[config.mk]
export PLATFORM = sky130hd
export DESIGN_NAME = mips_ctrl_pipe
export DESIGN_NICKNAME = d
export VERILOG_FILES = /design/src/rtl/mips_pkg.sv /design/src/rtl/mips_hazard_unit.sv /design/src/rtl/mips_ctrl_pipe.sv
export SDC_FILE = /design/constraint.sdc
export NUM_CORES = 1
export LEC_CHECK = 0
export CAP_MARGIN = 20
export CORE_MARGIN = 3
export CORE_UTILIZATION = 49
export DETAILED_ROUTE_END_ITERATION = 8
export GPL_TIMING_DRIVEN = 0
export PLACE_DENSITY = 0.82
export SYNTH_ARGS = -nofsm -noshare
export SYNTH_HDL_FRONTEND = slang
export SYNTH_SLANG_ARGS = --single-unit
[constraint.sdc]
create_clock -name clk -period 3.2 [get_ports clk]
set_clock_uncertainty 0.1 [all_clocks]
set_input_delay 0.64 -clock clk [delete_from_list [all_inputs] [get_ports clk]]
set_output_delay 0.64 -clock clk [all_outputs]
set_load 0.005 [all_outputs]
[src/rtl/mips_pkg.sv]
// mips_pkg: control-bundle type, NOP bundle and the PC / forwarding select encodings
package mips_pkg;
    typedef struct packed {
        logic       reg_dst;
        logic       alu_src;
        logic       mem_to_reg;
        logic       reg_write;
        logic       mem_read;
        logic       mem_write;
        logic       branch;
        logic [1:0] alu_op;
    } ctrl_t;

    localparam ctrl_t CTRL_NOP = '0;

    localparam logic [1:0] PC_SEL_SEQ = 2'b00;
    localparam logic [1:0] PC_SEL_BR  = 2'b01;
    localparam logic [1:0] PC_SEL_JMP = 2'b10;

    localparam logic [1:0] FWD_RF    = 2'b00;
    localparam logic [1:0] FWD_EXMEM = 2'b10;
    localparam logic [1:0] FWD_MEMWB = 2'b01;
endpackage

[src/rtl/mips_hazard_unit.sv]
// mips_hazard_unit: load-use stall, branch/jump redirect priority and EX forwarding selects
module mips_hazard_unit
    import mips_pkg::*;
#(
    parameter int REG_W = 5
) (
    input  logic [REG_W-1:0] id_rs,
    input  logic [REG_W-1:0] id_rt,
    input  logic             id_jump,
    input  logic             ex_mem_read,
    input  logic             ex_branch,
    input  logic             ex_zero,
    input  logic [REG_W-1:0] ex_rs,
    input  logic [REG_W-1:0] ex_rt,
    input  logic             mem_reg_write,
    input  logic [REG_W-1:0] mem_write_reg,
    input  logic             wb_reg_write,
    input  logic [REG_W-1:0] wb_write_reg,
    output logic             pc_write,
    output logic             ifid_write,
    output logic             ifid_flush,
    output logic [1:0]       pc_sel,
    output logic             bubble,
    output logic [1:0]       fwd_a,
    output logic [1:0]       fwd_b
);
    logic stall, take, jmp;

    // EX/MEM is the younger producer, so it wins over MEM/WB
    function automatic logic [1:0] fwd(input logic [REG_W-1:0] src);
        return (mem_reg_write && mem_write_reg != '0 && mem_write_reg == src) ? FWD_EXMEM :
               (wb_reg_write && wb_write_reg != '0 && wb_write_reg == src)    ? FWD_MEMWB : FWD_RF;
    endfunction

    always_comb begin
        take       = ex_branch & ex_zero;
        stall      = ex_mem_read & (ex_rt != '0) & (ex_rt == id_rs | ex_rt == id_rt);
        jmp        = id_jump & ~stall & ~take;
        pc_write   = take | ~stall;
        ifid_write = take | ~stall;
        ifid_flush = take | jmp;
        pc_sel     = take ? PC_SEL_BR : jmp ? PC_SEL_JMP : PC_SEL_SEQ;
        bubble     = take | stall | jmp;
        fwd_a      = fwd(ex_rs);
        fwd_b      = fwd(ex_rt);
    end
endmodule

[src/rtl/mips_ctrl_pipe.sv]
// mips_ctrl_pipe: carries decoded control bundles through ID/EX, EX/MEM and MEM/WB
module mips_ctrl_pipe
    import mips_pkg::*;
#(
    parameter int REG_W = 5
) (
    input  logic             clk,
    input  logic             rst_n,
    input  logic [REG_W-1:0] id_rs,
    input  logic [REG_W-1:0] id_rt,
    input  logic [REG_W-1:0] id_rd,
    input  logic             id_reg_dst,
    input  logic             id_alu_src,
    input  logic             id_mem_to_reg,
    input  logic             id_reg_write,
    input  logic             id_mem_read,
    input  logic             id_mem_write,
    input  logic             id_branch,
    input  logic             id_jump,
    input  logic [1:0]       id_alu_op,
    input  logic             ex_zero,
    output logic             pc_write,
    output logic             ifid_write,
    output logic             ifid_flush,
    output logic [1:0]       pc_sel,
    output logic             ex_alu_src,
    output logic [1:0]       ex_alu_op,
    output logic [REG_W-1:0] ex_rs,
    output logic [REG_W-1:0] ex_rt,
    output logic [REG_W-1:0] ex_write_reg,
    output logic             mem_mem_read,
    output logic             mem_mem_write,
    output logic [REG_W-1:0] mem_write_reg,
    output logic             wb_reg_write,
    output logic             wb_mem_to_reg,
    output logic [REG_W-1:0] wb_write_reg,
    output logic [1:0]       fwd_a,
    output logic [1:0]       fwd_b
);
    typedef struct packed {
        ctrl_t            c;
        logic [REG_W-1:0] rs, rt, rd;
    } idex_t;

    typedef struct packed {
        logic             reg_write, mem_to_reg, mem_read, mem_write;
        logic [REG_W-1:0] wr;
    } exmem_t;

    typedef struct packed {
        logic             reg_write, mem_to_reg;
        logic [REG_W-1:0] wr;
    } memwb_t;

    idex_t  idex_q, idex_d;
    exmem_t exmem_q, exmem_d;
    memwb_t memwb_q, memwb_d;
    ctrl_t  id_c;
    logic   jump_s, bubble;

    // if-based capture turns an unknown strobe into 0; only datapath selects pass through
    always_comb begin
        id_c         = CTRL_NOP;
        id_c.reg_dst = id_reg_dst;
        id_c.alu_src = id_alu_src;
        id_c.alu_op  = id_alu_op;
        if (id_mem_to_reg) id_c.mem_to_reg = 1'b1;
        if (id_reg_write) id_c.reg_write = 1'b1;
        if (id_mem_read) id_c.mem_read = 1'b1;
        if (id_mem_write) id_c.mem_write = 1'b1;
        if (id_branch) id_c.branch = 1'b1;
        jump_s = 1'b0;
        if (id_jump && rst_n) jump_s = 1'b1;
    end

    mips_hazard_unit #(.REG_W(REG_W)) u_hazard (
        .id_rs         (id_rs),
        .id_rt         (id_rt),
        .id_jump       (jump_s),
        .ex_mem_read   (idex_q.c.mem_read),
        .ex_branch     (idex_q.c.branch),
        .ex_zero       (ex_zero),
        .ex_rs         (idex_q.rs),
        .ex_rt         (idex_q.rt),
        .mem_reg_write (exmem_q.reg_write),
        .mem_write_reg (exmem_q.wr),
        .wb_reg_write  (memwb_q.reg_write),
        .wb_write_reg  (memwb_q.wr),
        .pc_write      (pc_write),
        .ifid_write    (ifid_write),
        .ifid_flush    (ifid_flush),
        .pc_sel        (pc_sel),
        .bubble        (bubble),
        .fwd_a         (fwd_a),
        .fwd_b         (fwd_b)
    );

    assign ex_write_reg = idex_q.c.reg_dst ? idex_q.rd : idex_q.rt;

    always_comb begin
        idex_d = '0;
        if (!bubble) idex_d = {id_c, id_rs, id_rt, id_rd};
        exmem_d = {idex_q.c.reg_write, idex_q.c.mem_to_reg, idex_q.c.mem_read, idex_q.c.mem_write, ex_write_reg};
        memwb_d = {exmem_q.reg_write, exmem_q.mem_to_reg, exmem_q.wr};
    end

    always_ff @(posedge clk or negedge rst_n) begin
        if (!rst_n) begin
            idex_q  <= '0;
            exmem_q <= '0;
            memwb_q <= '0;
        end else begin
            idex_q  <= idex_d;
            exmem_q <= exmem_d;
            memwb_q <= memwb_d;
        end
    end

    assign ex_alu_src    = idex_q.c.alu_src;
    assign ex_alu_op     = idex_q.c.alu_op;
    assign ex_rs         = idex_q.rs;
    assign ex_rt         = idex_q.rt;
    assign mem_mem_read  = exmem_q.mem_read;
    assign mem_mem_write = exmem_q.mem_write;
    assign mem_write_reg = exmem_q.wr;
    assign wb_reg_write  = memwb_q.reg_write;
    assign wb_mem_to_reg = memwb_q.mem_to_reg;
    assign wb_write_reg  = memwb_q.wr;
endmodule

==> results of run 1 <==
-- synth_stat cells --
master / instances
sky130_fd_sc_hd__dfrtp_1: 40
sky130_fd_sc_hd__nand2_1: 27
sky130_fd_sc_hd__buf_4: 24
sky130_fd_sc_hd__a21oi_2: 19
sky130_fd_sc_hd__xnor2_1: 16
sky130_fd_sc_hd__xor2_1: 14
sky130_fd_sc_hd__a21oi_1: 6
sky130_fd_sc_hd__nand3_1: 6
sky130_fd_sc_hd__mux2_2: 5
sky130_fd_sc_hd__or4_1: 5
sky130_fd_sc_hd__buf_2: 4
sky130_fd_sc_hd__clkbuf_1: 4
sky130_fd_sc_hd__nor4_1: 4
sky130_fd_sc_hd__buf_12: 2
sky130_fd_sc_hd__buf_6: 2
sky130_fd_sc_hd__o21ai_0: 2
sky130_fd_sc_hd__a22oi_1: 1
sky130_fd_sc_hd__a31oi_1: 1
sky130_fd_sc_hd__inv_1: 1
sky130_fd_sc_hd__o21a_1: 1
sky130_fd_sc_hd__o22ai_2: 1
-- cell type report --
type | instances | area share, %
buffer | 33 | 9.292
clock buffer | 5 | 2.344
clock inverter | 3 | 1.449
inverter | 1 | 0.1279
multi-input combinational | 108 | 26.56
sequential | 40 | 34.19
tap | 48 | 2.046
timing repair buffer | 70 | 24.00
-- worst max path at each step --
stage / startpoint / cells after the start / end / slack (ns)
floorplan: id_rt[4] / 6 / pc_write / 0.72
global placement: rst_n / 5 / ifid_flush / -1.56
detailed placement: id_rt[4] / 8 / pc_write / -0.38
CTS: mem_write_reg[0] / 5 / fwd_b[0] / 0.003
global route: wb_write_reg[0] / 5 / fwd_a[0] / 0.01
finish: wb_write_reg[0] / 5 / fwd_a[0] / 0.17
-- critical path: cells and delay by family, from the launching register on --
kind / cells / cell delay [ns]
compound gates: 1 / 0.08
buf+inv: 1 / 0.54
flops: 1 / 0.42
simple gates: 3 / 0.94
-- logic make-up after synthesis --
kind of cell	count (synthesis)	share of synthesized area, %
flops	40	49.17
compound gates	31	11.80
buf+inv	37	13.83
simple gates	42	9.527
xor+xnor	30	12.91
mux	5	2.766
-- metrics by stage --
stage          hold slack, ns  TNS (ns)
2_1_floorplan          0.2312         0
3_3_place_gp           0.2319    -16.85
3_5_place_dp           0.2363    -1.230
4_1_cts                0.2193         0
5_1_grt                0.1482         0
6_report               0.1378         0
-- power by group --
part / switching, mW / leakage, nW / internal, mW
registers: 0.0490 / 0.501 / 0.551
logic: 0.140 / 0.764 / 0.223
clock network: 0.175 / 0.0541 / 0.231
total: 0.364 / 1.32 / 1.00
-- routing by layer --
| layer | wire length (um) | up-vias | global-route usage, % |
|---|---|---|---|
| met2 | 2216 | 47 | 32.12 |
| met3 | 305 | 7 | 6.331 |
| met5 | 0 | - | 0 |
| met1 | 1835 | 727 | 24.28 |
| li1 | - | 741 | - |
| met4 | 78 | 0 | 7.021 |
-- timing repair --
item,in CTS,in global routing
gates resized for setup,11,8
pin swaps,1,2
endpoints found under the setup margin,6,4
hold buffers,0,0
setup buffers,2,0
-- cells in the final DEF (no fill, tap or decap), types with 2 or more instances in the layout --
| cell | synthesis | layout |
|---|---|---|
| sky130_fd_sc_hd__clkdlybuf4s50_1 | 0 | 62 |
| sky130_fd_sc_hd__a21oi_1 | 6 | 6 |
| sky130_fd_sc_hd__or4_1 | 5 | 4 |
| sky130_fd_sc_hd__dfrtp_1 | 40 | 38 |
| sky130_fd_sc_hd__xnor2_1 | 16 | 16 |
| sky130_fd_sc_hd__nand2_1 | 27 | 27 |
| sky130_fd_sc_hd__nor4_1 | 4 | 3 |
| sky130_fd_sc_hd__buf_6 | 2 | 5 |
| sky130_fd_sc_hd__dfrtp_2 | 0 | 2 |
| sky130_fd_sc_hd__dlymetal6s2s_1 | 0 | 3 |
| sky130_fd_sc_hd__xor2_1 | 14 | 14 |
| sky130_fd_sc_hd__a21oi_2 | 19 | 19 |
| sky130_fd_sc_hd__buf_4 | 24 | 26 |
| sky130_fd_sc_hd__buf_12 | 2 | 2 |
| sky130_fd_sc_hd__buf_2 | 4 | 2 |
| sky130_fd_sc_hd__clkbuf_8 | 0 | 5 |
| sky130_fd_sc_hd__mux2_2 | 5 | 5 |
| sky130_fd_sc_hd__nand3_1 | 6 | 6 |
==> impl_summary.txt, run 1 <==
----------------------------------------------------
[Worst setup path]
  Signal arrival time at the worst endpoint ... 2.29 ns
  CP Class ... register to primary output
  Cells along the critical path ... or4_1 -> o21ai_0 -> or4_1 -> nor4_1 -> clkdlybuf4s50_1
  Critical R2R Launch ... ex_rt[0]
  FF-to-FF path depth ... 6
  Register-to-register path setup slack ... 1.31 ns
  Master of the slowest instance on the critical path ... sky130_fd_sc_hd__clkdlybuf4s50_1
  Crit path launch type ... register
  Maximum net fanout on the critical path ... 4
  Critical Path Most Common Cell ... sky130_fd_sc_hd__or4_1
  RR Endpoint ... ex_rs[2]
  Stage delay of the slowest cell on the critical path ... 0.54 ns
  Type of element capturing the critical path ... primary output
  Required time of the worst setup path ... 2.46 ns

[GRT]
  Aggregate global routing overflow ... 0
  Maximum number of pins on one net before global-route repair ... 43
  First-pass GRT wire length ... 7417 um
  Overall Global Routing Usage ... 19.65%
  Vias in the first global route ... 1508
  Initial antenna violation count ... 0

[Final layout]
  Sequential standard cell area ... 1003 um2
  Layout Area Growth over Synthesis ... 44.19%
  Share of cells above drive strength 1 ... 28.85%
  Number of flip-flops under the largest register name ... 7
  Finished layout cell area ... 2935 um2
  Post-layout utilization of the core ... 76.72%
  Multi-input gate area ... 779.5 um2
  Largest Register ... idex_q
  Total inserted antenna cells ... 0
  Post-layout instance count excluding filler cells ... 308
  Nets ... 287
  Fill cells ... 254

[Floorplan]
  Die Wd ... 70.46 um
  Core footprint ... 3826 um2
  Num ports ... 69
  DIE HEIGHT ... 70.46 um
  Floorplan die area ... 4964 um2
  Effective utilization at floorplan ... 53.20%
  Number of rows in the core area ... 22

[Synth]
  Cell area after synthesis ... 2036 um2
  Post-synthesis cell type with the largest combined area ... sky130_fd_sc_hd__dfrtp_1
  Top cells by area, synth ... sky130_fd_sc_hd__dfrtp_1 49%, sky130_fd_sc_hd__buf_4 8.9%, sky130_fd_sc_hd__a21oi_2 8.2%, sky130_fd_sc_hd__xnor2_1 6.9%, sky130_fd_sc_hd__xor2_1 6.0%
  Top cell type's share of synthesized area ... 49.17%
  Number of storage elements in the synthesis netlist ... 40
  Cell variety after synth ... 21
  Syn nets ... 213
  Synth Instances ... 185
  Syn. warnings ... 0
  Part of the Yosys area used for sequential elements ... 49.17%
  Per-instance average area after synthesis ... 11.00 um2

[Routing]
  Wire length per cell ... 14.40 um
  Vias per inst ... 4.942
  DR pass1 iterations ... 4
  Residual DRC count ... 0
  Number of DRC violations after detailed-routing iteration 0 ... 57
  Detail Route Antenna Nets ... 0
  Count of vias placed by the detailed router ... 1522
  Aggregate routed wire length ... 4436 um

[Timing]
  Number of hold violations in the final report ... 0
  Achievable clock frequency ... 330.4 MHz
  Worst slew margin relative to its limit ... 63.69%
  Setup repair after global routing missed its margin ... no
  Final setup violation count ... 0
  Slack of the critical path ... 0.1731 ns
  Max-slew violation count ... 0
  Fraction of the cycle the final worst path needs ... 94.59%
  Min cycle time layout ... 3.027 ns
  Slew at the pin with the worst max-slew slack ... 0.5397 ns

[Place]
  Half-perimeter wire length after detailed placement ... 3279 um
  Number of port buffers ... 68
  Standard cell area after detailed placement ... 2771 um2
  Placed Instances ... 301
  Routability-driven placement congestion ratio ... 0.8965
  Dpl ws ... -0.3836 ns

[CTS]
  Clock transition at path regs ... 0.08 ns
  CTS HTree Levels ... 2
  Clock tree from TritonCTS ... yes
  Maximum clock insertion buffer count ... 2
  Number of clock buffers inserted by TritonCTS ... 5
  CTS root buf ... sky130_fd_sc_hd__clkbuf_8
  Sink Count ... 40
  Skew-Pair Late Insertion Delay ... 0.30 ns

[Run status]
  Result of the run ... complete, no violations

[Job]
  Max-cap viol count ... 0

[Power and ir drop]
  Standby leakage power ... 1.319 nW
  Final total power ... 1.368 mW
  Worst-case vdd ir drop ... 0.3586 mV
  Power per Cell Area ... 466.0 nW/um2

[Worst hold path]
  Classification of the worst-slack hold path ... input pin to asynchronous set/reset pin

----------------------------------------------------
(Power assumes the default switching activity.)
==> inputs of run 2 (changes only) <==
CORE_UTILIZATION = 45   (was 49)
PLACE_DENSITY = 0.76   (was 0.82)
clock period = 3.1 ns   (was 3.2 ns; I/O delays follow)
==> run 2 against run 1 <==
  * Total power is 3.1% higher
  * Flip-flop and latch count stayed put
  * Global-route usage is 1.4 points lower
  * Critical path depth is 3 higher
  * Design area is 0.21% lower
==> impl_summary.txt, run 2 (same netlist as run 1, synthesis figures left out) <==
----------------------------------------------------
[Worst setup path]
  Number of buffers and inverters on the critical path ... 4 (+3)
  CP Class ... input pin to primary output
  Type of element capturing the critical path ... primary output
  Crit path max-delay family ... buffers and inverters
  Signal arrival time at the worst endpoint ... 2.28 ns (about the same)
  Required time of the worst setup path ... 2.38 ns (-0.08 ns)
  Cells along the critical path ... clkdlybuf4s50_1 -> xnor2_1 -> nand3_1 -> o22ai_4 -> buf_8 -> nand3_1 -> buf_4 -> dlygate4sd2_1
  Stage delay of the slowest cell on the critical path ... 0.49 ns (-0.05 ns)
  Master of the slowest instance on the critical path ... sky130_fd_sc_hd__clkdlybuf4s50_1
  Critical Path Most Common Cell ... sky130_fd_sc_hd__nand3_1
  Crit path launch type ... input pin
  Maximum net fanout on the critical path ... 10 (+6)

[GRT]
  Vias in the first global route ... 1550 (+2.8%)
  Maximum number of pins on one net before global-route repair ... 43 (unchanged)
  Initial antenna violation count ... 0 (unchanged)
  Aggregate global routing overflow ... 0 (unchanged)
  Overall Global Routing Usage ... 18.25% (-1.4 points)
  First-pass GRT wire length ... 7438 um (+0.28%)

[Routing]
  DR pass1 iterations ... 4 (unchanged)
  Count of vias placed by the detailed router ... 1483 (-2.6%)
  Residual DRC count ... 0 (unchanged)
  Aggregate routed wire length ... 4520 um (+1.9%)
  Number of DRC violations after detailed-routing iteration 0 ... 61 (+7.0%)
  Wire length per cell ... 14.49 um (+0.59%)
  Detail Route Antenna Nets ... 0 (unchanged)
  Vias per inst ... 4.753 (-3.8%)

[Final layout]
  Nets ... 289 (+0.70%)
  Finished layout cell area ... 2929 um2 (-0.21%)
  Number of flip-flops under the largest register name ... 7 (unchanged)
  Fill cells ... 350 (+38%)
  Layout Area Growth over Synthesis ... 43.88%
  Sequential standard cell area ... 1005 um2 (+0.12%)
  Largest Register ... idex_q
  Multi-input gate area ... 767.0 um2 (-1.6%)
  Commonest non-fill, non-tap cell in the layout ... sky130_fd_sc_hd__clkdlybuf4s50_1
  Total inserted antenna cells ... 0 (unchanged)
  Share of cells above drive strength 1 ... 28.24% (-0.60 points)
  Commonest non-fill, non-tap cells in the layout ... 61 x sky130_fd_sc_hd__clkdlybuf4s50_1, 37 x sky130_fd_sc_hd__dfrtp_1, 30 x sky130_fd_sc_hd__buf_4, 27 x sky130_fd_sc_hd__nand2_1, 19 x sky130_fd_sc_hd__a21oi_2

[Power and ir drop]
  Power per Cell Area ... 481.3 nW/um2 (+3.3%)
  Switching component of the power ... 0.3725 mW (+2.4%)
  Share of power burned in registers ... 43.9% (about the same)
  Internal power contribution ... 1.037 mW (+3.3%)
  Logic gate share of total power ... 26.6% (about the same)
  Switching share of power ... 26.42% (-0.16 points)
  Standby leakage power ... 1.303 nW (-1.2%)
  Worst-case vdd ir drop ... 0.2977 mV (-17%)
  Clock share of power ... 29.4% (-0.2 points)

[CTS]
  Maximum clock insertion buffer count ... 2 (unchanged)
  Count of hold buffers inserted by post-cts repair ... 0 (unchanged)
  Clock tree from TritonCTS ... yes
  Sink Count ... 40 (unchanged)
  Clock transition at path regs ... 0.07 ns (about the same)
  Number of clock buffers inserted by TritonCTS ... 5 (unchanged)
  CTS root buf ... sky130_fd_sc_hd__clkbuf_8
  CTS HTree Levels ... 2 (unchanged)
  Skew-Pair Late Insertion Delay ... 0.29 ns (about the same)

[Place]
  Number of port buffers ... 68 (unchanged)
  Dpl ws ... -0.4819 ns (-0.09828 ns)
  Standard cell area after detailed placement ... 2774 um2 (about the same)
  Routability-driven placement congestion ratio ... 0.8523 (-4.9%)
  Half-perimeter wire length after detailed placement ... 3265 um (-0.43%)

[Timing]
  Number of hold violations in the final report ... 0 (unchanged)
  Fraction of the cycle the final worst path needs ... 96.76%
  Slack of the critical path ... 0.1003 ns (-0.07281 ns)
  Final setup violation count ... 0 (unchanged)
  Worst slew margin relative to its limit ... 65.09% (+1.4 points)
  Achievable clock frequency ... 333.4 MHz
  Slew at the pin with the worst max-slew slack ... 0.5236 ns (-0.01601 ns)
  Max-slew violation count ... 0 (unchanged)
  Min cycle time layout ... 3.000 ns
  Setup repair after global routing missed its margin ... no

[Floorplan]
  Number of rows in the core area ... 23 (+4.5%)
  DIE HEIGHT ... 73.26 um (+4.0%)
  Effective utilization at floorplan ... 48.79% (-4.4 points)
  Num ports ... 69 (unchanged)
  Core footprint ... 4173 um2 (+9.1%)
  Die Wd ... 73.26 um (+4.0%)
  Floorplan die area ... 5367 um2 (+8.1%)

[Job]
  Max-cap viol count ... 0 (unchanged)

[Run status]
  Result of the run ... complete, no violations

[Worst hold path]
  Classification of the worst-slack hold path ... input pin to asynchronous set/reset pin

----------------------------------------------------
[run 2: layout make-up]
cell class              instances  area share, %
well taps                      50          2.136
inverters                       1         0.1282
flip-flops and latches         40          34.30
clock inverters                 3          1.452
repair buffers                 72          23.92
clock buffers                   5          2.349
plain buffers                  33          9.526
multi-input cells             108          26.19
[run 2: worst paths after layout]
kind                                  from         end  slack, ns  depth (start not counted)
worst min-delay path                 rst_n  idex_q[17]       0.20                          1
min in group clk                exmem_d[7]  exmem_q[7]       0.25                          0
max in group asynchronous            rst_n    ex_rt[4]       2.33                          1
worst max register to register    ex_rt[3]    ex_rs[1]       1.15                          7
worst max-delay path              id_rt[0]    pc_write       0.10                          8
worst min register to register  exmem_d[7]  exmem_q[7]       0.25                          0
[run 2: through the flow]
stage                     power (mW)  cells  util [%]  TNS, ns  hold slack (ns)
after floorplan               0.8155    185         -        0           0.2244
after global placement        0.9915    303     66.60   -20.69           0.2325
after detailed placement      0.9961    303     66.48   -1.609           0.2371
after CTS                      1.428    312     70.19        0           0.2123
after global routing           1.485    312     70.19        0           0.2314
final                          1.410    312     70.19        0           0.2007
[run 2: power by group through the flow]
| stage | combinational (mW) | sequential, mW | clock (mW) |
|---|---|---|---|
| finish | 0.375 | 0.619 | 0.415 |
| global route | 0.409 | 0.628 | 0.449 |
| CTS | 0.380 | 0.620 | 0.428 |
| detailed placement | 0.374 | 0.622 | 0 |
| global placement | 0.372 | 0.620 | 0 |
| floorplan | 0.205 | 0.611 | 0 |
[run 2: repair_timing]
| action | CTS | global route |
|---|---|---|
| buffers inserted | 4 | 0 |
| endpoints found under the setup margin | 6 | 0 |
| gates resized for setup | 18 | 0 |
[run 2: worst reg2reg max path: cells and delay by family (launching register included)]
kind / cells / cell delay (ns)
compound gates: 2 / 0.33
buf+inv: 4 / 0.60
flops: 1 / 0.38
simple gates: 1 / 0.48
[run 2: layer usage]
layer / vias up / routed length (um) / share of wire [%] / global-route usage [%]
li1: 736 / - / - / -
met1: 699 / 1964 / 43 / 24.47
met2: 43 / 2281 / 50 / 29.79
met3: 5 / 209 / 4.6 / 2.873
met4: 0 / 63 / 1.4 / 6.762
met5: - / 0 / 0 / 0
